$ cat src/rtl/router_pkg.sv
// Shared NoC router types: flit status, flit type encoding, channel layout and head-flit field packing.
package router_pkg;
  localparam int NUM_VCS        = 2;
  localparam int VC_BITS        = $clog2(NUM_VCS);
  localparam int DIM_BITS       = 2;
  localparam int NOC_LINK_W     = 32;
  localparam int MAX_BODY_FLITS = 15;
  localparam int LEN_BITS       = $clog2(MAX_BODY_FLITS + 1);

  localparam int HD_DST_Y = 0;
  localparam int HD_DST_X = DIM_BITS;
  localparam int HD_SRC_Y = 2 * DIM_BITS;
  localparam int HD_SRC_X = 3 * DIM_BITS;
  localparam int HD_LEN   = 4 * DIM_BITS;

  typedef enum logic [1:0] {
    FT_BODY     = 2'b00,
    FT_HEAD     = 2'b01,
    FT_TAIL     = 2'b10,
    FT_HEADTAIL = 2'b11
  } ftype_e;

  typedef struct packed {
    logic               valid;
    logic [VC_BITS-1:0] vc;
    ftype_e             ftype;
  } flit_status_t;

  typedef struct packed {
    flit_status_t          status;
    logic [NOC_LINK_W-1:0] data;
  } channel_t;

  localparam int CH_BITS = $bits(channel_t);

  function automatic logic [NOC_LINK_W-1:0] head_data(
    input logic [DIM_BITS-1:0] dx, dy, sx, sy,
    input logic [LEN_BITS-1:0] len
  );
    logic [NOC_LINK_W-1:0] d;
    d = '0;
    d[HD_DST_Y +: DIM_BITS] = dy;
    d[HD_DST_X +: DIM_BITS] = dx;
    d[HD_SRC_Y +: DIM_BITS] = sy;
    d[HD_SRC_X +: DIM_BITS] = sx;
    d[HD_LEN   +: LEN_BITS] = len;
    return d;
  endfunction
endpackage

$ cat src/rtl/noc_credit_cnt.sv
// Per-VC downstream credit counter: starts full, -1 per flit sent, +1 per returned slot.
module noc_credit_cnt #(
  parameter  int BUF_DEPTH = 4,
  localparam int CW        = $clog2(BUF_DEPTH + 1)
) (
  input  logic          clk,
  input  logic          arst_n,
  input  logic          i_inc,
  input  logic          i_dec,
  output logic [CW-1:0] o_cnt
);
  logic [CW-1:0] r_cnt;

  always_ff @(posedge clk or negedge arst_n) begin
    if (!arst_n)              r_cnt <= CW'(BUF_DEPTH);
    else if (i_inc && !i_dec) r_cnt <= r_cnt + 1'b1;
    else if (i_dec && !i_inc) r_cnt <= r_cnt - 1'b1;
  end

  // An underflow also wraps above BUF_DEPTH, so this one check covers both directions.
  a_cnt_range: assert property (@(posedge clk) disable iff (!arst_n) r_cnt <= CW'(BUF_DEPTH));

  assign o_cnt = r_cnt;
endmodule

$ cat src/rtl/noc_ni_tx.sv
// NI injection stage: segments descriptors + payload into head/body/tail flits, round-robin VC
// select with per-VC credits. Optional NI_TX_STATS_EN adds flit and stall counters.
module noc_ni_tx
  import router_pkg::*;
#(
  parameter  int BUF_DEPTH = 4,
  localparam int CW        = $clog2(BUF_DEPTH + 1)
) (
  input  logic                  clk,
  input  logic                  arst_n,
  input  logic [DIM_BITS-1:0]   my_x,
  input  logic [DIM_BITS-1:0]   my_y,
  input  logic                  pkt_valid,
  output logic                  pkt_ready,
  input  logic [DIM_BITS-1:0]   pkt_dst_x,
  input  logic [DIM_BITS-1:0]   pkt_dst_y,
  input  logic [LEN_BITS-1:0]   pkt_len,
  input  logic                  pld_valid,
  output logic                  pld_ready,
  input  logic [NOC_LINK_W-1:0] pld_data,
  output channel_t              out_flit,
  input  logic [NUM_VCS-1:0]    in_credit
`ifdef NI_TX_STATS_EN
  ,
  output logic [31:0]           stat_flits,
  output logic [31:0]           stat_stalls
`endif
);
  typedef enum logic {ST_IDLE, ST_BODY} state_e;

  state_e                r_state;
  logic                  r_live;
  logic [VC_BITS-1:0]    r_rr, r_vc;
  logic [LEN_BITS-1:0]   r_len, r_cnt;
  channel_t              r_out;

  logic [NUM_VCS-1:0][CW-1:0] w_cred;
  logic [NUM_VCS-1:0]    w_nz;
  logic [VC_BITS-1:0]    w_sel, w_send_vc;
  logic                  w_pkt_acc, w_pld_acc, w_send, w_last;

  for (genvar v = 0; v < NUM_VCS; v++) begin : g_cred
    noc_credit_cnt #(.BUF_DEPTH(BUF_DEPTH)) u_cnt (
      .clk    (clk),
      .arst_n (arst_n),
      .i_inc  (in_credit[v]),
      .i_dec  (w_send && (w_send_vc == VC_BITS'(v))),
      .o_cnt  (w_cred[v])
    );
    assign w_nz[v] = |w_cred[v];
  end

  // First VC with credit, scanning upward from the round-robin pointer.
  always_comb begin
    logic               found;
    logic [VC_BITS-1:0] idx;
    w_sel = '0;
    found = 1'b0;
    idx   = '0;
    for (int i = 0; i < NUM_VCS; i++) begin
      idx = VC_BITS'((int'(r_rr) + i) % NUM_VCS);
      if (!found && w_nz[idx]) begin
        w_sel = idx;
        found = 1'b1;
      end
    end
  end

  // r_live keeps pkt_ready low while reset is held and for the first edge after it.
  assign pkt_ready = r_live && (r_state == ST_IDLE) && (|w_nz);
  assign pld_ready = (r_state == ST_BODY) && w_nz[r_vc];
  assign w_pkt_acc = pkt_valid && pkt_ready;
  assign w_pld_acc = pld_valid && pld_ready;
  assign w_send    = w_pkt_acc || w_pld_acc;
  assign w_send_vc = w_pkt_acc ? w_sel : r_vc;
  assign w_last    = (r_cnt + 1'b1) == r_len;

  always_ff @(posedge clk or negedge arst_n) begin
    if (!arst_n) begin
      r_state <= ST_IDLE;
      r_live  <= 1'b0;
      r_rr    <= '0;
      r_vc    <= '0;
      r_len   <= '0;
      r_cnt   <= '0;
      r_out   <= '0;
    end else begin
      r_live             <= 1'b1;
      r_out.status.valid <= 1'b0;
      case (r_state)
        ST_IDLE: if (w_pkt_acc) begin
          r_rr         <= VC_BITS'((int'(w_sel) + 1) % NUM_VCS);
          r_vc         <= w_sel;
          r_len        <= pkt_len;
          r_cnt        <= '0;
          r_out.status <= '{valid: 1'b1, vc: w_sel,
                            ftype: (pkt_len == '0) ? FT_HEADTAIL : FT_HEAD};
          r_out.data   <= head_data(pkt_dst_x, pkt_dst_y, my_x, my_y, pkt_len);
          r_state      <= (pkt_len == '0) ? ST_IDLE : ST_BODY;
        end
        ST_BODY: if (w_pld_acc) begin
          r_cnt        <= r_cnt + 1'b1;
          r_out.status <= '{valid: 1'b1, vc: r_vc, ftype: w_last ? FT_TAIL : FT_BODY};
          r_out.data   <= pld_data;
          if (w_last) r_state <= ST_IDLE;
        end
        default: r_state <= ST_IDLE;
      endcase
    end
  end

  assign out_flit = r_out;

`ifdef NI_TX_STATS_EN
  logic [31:0] r_flits, r_stalls;
  logic        w_stall;

  assign w_stall = (r_live && (r_state == ST_IDLE) && pkt_valid && !(|w_nz)) ||
                   ((r_state == ST_BODY) && pld_valid && !w_nz[r_vc]);

  always_ff @(posedge clk or negedge arst_n) begin
    if (!arst_n) begin
      r_flits  <= '0;
      r_stalls <= '0;
    end else begin
      if (w_send)  r_flits  <= r_flits + 1'b1;
      if (w_stall) r_stalls <= r_stalls + 1'b1;
    end
  end

  assign stat_flits  = r_flits;
  assign stat_stalls = r_stalls;
`endif
endmodule

$ cat config.mk
export PLATFORM = sky130hd
export DESIGN_NAME = noc_ni_tx
export DESIGN_NICKNAME = d
export VERILOG_FILES = /design/src/rtl/router_pkg.sv /design/src/rtl/noc_credit_cnt.sv /design/src/rtl/noc_ni_tx.sv
export SDC_FILE = /design/constraint.sdc
export NUM_CORES = 1
export LEC_CHECK = 0
export ABC_AREA = 0
export CORE_MARGIN = 5
export CORE_UTILIZATION = 47
export CTS_CLUSTER_DIAMETER = 30
export DETAILED_ROUTE_END_ITERATION = 10
export PLACE_DENSITY = 0.81
export SLEW_MARGIN = 40
export SYNTH_ARGS = -nofsm -noshare
export SYNTH_HDL_FRONTEND = slang
export SYNTH_SLANG_ARGS = --single-unit
$ cat constraint.sdc
create_clock -name clk -period 6.8 [get_ports clk]
set_clock_uncertainty 0.2 [all_clocks]
set_input_delay 1.36 -clock clk [delete_from_list [all_inputs] [get_ports clk]]
set_output_delay 1.36 -clock clk [all_outputs]
set_load 0.05 [all_outputs]
==> metrics.md <==
| Metric | Value |
|---|---|
| Worst Hold Depth | `2` |
| Fmax | `between 200 and 250 MHz` |
| Avg WL per Cell | `approximately 16 µm` |
| DR DRC count | `0` |
| Router iterations before antenna repair | `4` |
| Top cells by count, synth | `dfrtp_1 (52), a22o_1 (20), inv_1 (15)` |
| I/O pin count | `88` |
| H-Tree Depth | `2` |
| Final Wtd Congestion | `between 0.7 and 0.8` |
| Number of max-cap violations | `0` |
| Fin cells | `350` |
| Peak supply drop | `0.000331 V` |
| RSZ-0062 raised after global routing | `no` |
| CTS tree | `built` |
| Post-DP HPWL | `roughly 4200 µm` |
| Hold Path Class | `reg -> reg` |
| Clock root cell | `clkbuf_8` |
| Die Y | `81.0 µm` |
| Initial antenna violation count | `0` |
| Crit path required time | `6.85 ns` |
| DR vias | `1840` |
| Antenna Cells | `0` |
| Mapped Nets | `249` |
| Worst-skew pair later-pin latency | `0.32 ns` |
| GRT Total Usage | `18.8%` |
| Worst Tran Pin Value | `0.660 ns` |
| DP Cell Count | `342` |
| Relative slew slack | `56.0%` |
| IO Port Bufs | `87` |
| Final TNS setup | `0 ns` |
| Fraction of registers with async set/reset | `100%` |
| Post-CTS Resized | `0` |
| Largest net degree at the start of global routing | `55` |
| Internal reg-to-reg setup slack | `3.34 ns` |
| Worst-path cell chain | `clkdlybuf4s50_1, nand3b_1, o22ai_2, buf_4, nor2_4, inv_2, nand2_1, ha_1, inv_1, fa_1, xor2_1, nor2_1, xor2_1` |
| Cts hold-fix bufs | `0` |
| Final wirelength | `5770 µm` |
| Num CTS Buffers | `5` |
| Antenna Violating Nets Remaining | `0` |
| Post-Layout Inst Area | `~3400 µm²` |
| Area delta synth->final | `42.9%` |
| Deepest clock path buffer count | `2` |
| Clock Sink Count | `54` |
| Prevailing post-synth register cell | `dfrtp_1` |
| Drt via density | `5.26` |
| NumNets Final | `337` |
| FF+latch count, synth | `54` |
| Syn Std Cell Area | `2370 µm²` |
| Global-route wire length before repair | `9180 µm` |
| Hold Startpoint | `out_flit[32]$_DFFE_PN0P_` |
| Most common cell in the synthesized netlist | `dfrtp_1` |
| P per Cell Area | `559 nW/µm²` |
| Initial Utilization | `between 40% and 50%` |
| Synth Instances | `194` |
| Status | `finished, final reports clean` |
| Fin crit period | `4.17 ns` |
| Core Rows | `25` |
| Share of cells above drive strength 1 | `9.89%` |
| Ys Warns | `0` |
| WHS Endpoint | `out_flit[32]$_DFFE_PN0P_` |
| DIE AREA | `6560 µm²` |
| Chip Width | `just over 80 µm` |
| Leakage | `0.00147 µW` |
| CP peak stage delay | `~0.45 ns` |
| Fin crit share | `around 61%` |
| Biggest area consumer among synthesized cells | `dfrtp_1` |
| R2r worst-path depth | `12` |
| Filler cells | `between 300 and 400` |
| Crit end category | `register` |
| Worst R2R End | `g_cred[1].u_cnt.o_cnt[2]$_DFFE_PN1P_` |
| Final setup viols | `0` |
| Startpoint Class | `primary input` |
| Clock slew at reported path FFs | `0.10 ns` |
| Fin. max-slew vios | `0` |
| Vias in the first global route | `1830` |
| Area contributors post-synth | `dfrtp_1 (55%), a22o_1 (7.4%), a22oi_1 (3.8%)` |
| GRT Residual Overflow | `0` |
| Sequential fraction of the synthesis area | `57.1%` |
| Syn avg cell area | `between 10 and 15 µm²` |
| Synth cell types | `41` |
| Post-synth EDFFs | `0` |
| Post-synth top area share | `54.9%` |
| DRT iter0 DRCs | `89` |
| Worst Path Arrival | `4.22 ns` |
| Final hold violation count | `0` |
| Critical path's most frequent cell | `xor2_1` |
| Dpl cell area | `3290 µm²` |
| WS Path Type | `in -> reg` |
| Core ar. | `a little under 5000 µm²` |
| Post-CTS setup buffer count | `0` |
| R2r startpoint | `g_cred[0].u_cnt.o_cnt[0]$_DFFE_PN0P_` |
| Slowest-stage cell, CP | `nor2_4` |
| Critical-path maximum fanout | `36` |
==> logic make-up after synthesis <==
family	share of synthesized area [%]
mux	3.48
buf+inv	4.49
fa+ha+maj	3.27
compound gates	19.1
other cells	0.158
flops	57.1
xor+xnor	4.44
simple gates	7.92
==> worst max-delay path, delay by kind of cell <==
family          cells  cell delay (ns)
buf+inv             4             1.02
simple gates        4             0.84
fa+ha+maj           2             0.57
xor+xnor            2             0.31
compound gates      1             0.08
==> where the power goes <==
part / internal (µW) / leakage [µW] / total [µW] / switching, µW
Combinational: 418 / 0.000759 / 1090 / 675
Sequential: 481 / 0.000657 / 603 / 123
Clock: 76.6 / 0.0000502 / 195 / 119
==> per-layer routing <==
| metal | global-route usage [%] | vias up | part of all wire, % |
|---|---|---|---|
| li1 | - | 863 | - |
| met1 | 24.0 | 908 | 42 |
| met2 | 29.9 | 64 | 48 |
| met3 | 7.54 | 5 | 9.1 |
| met4 | 4.56 | 0 | 0.87 |
| met5 | 0 | - | 0 |
==> how the worst max path moves through the flow <==
stage | start | to | slack (ns) | depth (start not counted)
floorplan | pkt_valid | g_cred[1].u_cnt.o_cnt[1]$_DFFE_PN0P_ | 3.35 | 10
detailed placement | pld_valid | g_cred[1].u_cnt.o_cnt[2]$_DFFE_PN1P_ | 2.30 | 13
finish | pld_valid | g_cred[1].u_cnt.o_cnt[2]$_DFFE_PN1P_ | 2.63 | 13
CTS | pld_valid | g_cred[1].u_cnt.o_cnt[2]$_DFFE_PN1P_ | 2.65 | 13
global placement | pkt_valid | g_cred[1].u_cnt.o_cnt[1]$_DFFE_PN0P_ | 2.40 | 10
global route | pld_valid | g_cred[1].u_cnt.o_cnt[2]$_DFFE_PN1P_ | 2.47 | 13
==> layout make-up <==
type / instances / area, µm² / area share [%]
Inverter: 16 / 60.1 / 1.77
Clock buffer: 5 / 68.8 / 2.03
Timing Repair Buffer: 89 / 881 / 26.0
Multi-Input combinational cell: 116 / 910 / 26.9
Sequential cell: 54 / 1350 / 40.0
Tap cell: 67 / 83.8 / 2.48
Clock inverter: 3 / 28.8 / 0.850
==> cell usage in the layout (no fill, tap or decap), types with 3 or more instances in the layout <==
cell type	netlist	routed
clkdlybuf4s50_1	0	86
dfrtp_1	52	52
a22o_1	20	20
inv_1	15	15
a22oi_1	12	12
nand2_1	9	9
o21ai_1	7	7
o21ai_0	7	7
nor2_1	6	6
xor2_1	6	6
xnor2_1	6	6
mux2_2	6	6
nand3_1	5	5
clkbuf_8	0	5
ha_1	3	3
==> per-stage QoR <==
| stage | worst slack (ns) | util (%) | hold WS [ns] | total power (µW) |
|---|---|---|---|---|
| 6_report | 2.63 | 70.3 | 0.294 | 1890 |
| 5_1_grt | 2.47 | 70.3 | 0.328 | 2010 |
| 4_1_cts | 2.65 | 70.3 | 0.296 | 1910 |
| 3_5_place_dp | 2.30 | 68.3 | 0.271 | 1710 |
| 3_3_place_gp | 2.40 | 68.3 | 0.259 | 1680 |
| 2_1_floorplan | 3.35 | - | 0.258 | 1360 |
==> registers in the layout (all words and copies together) (netlist names) <==
register	cells
out_flit	36
g_cred.u_cnt.o_cnt	6
r_cnt	4
r_len	4
r_live	1
r_rr	1
r_state	1
r_vc	1
(Power assumes the default switching activity.)
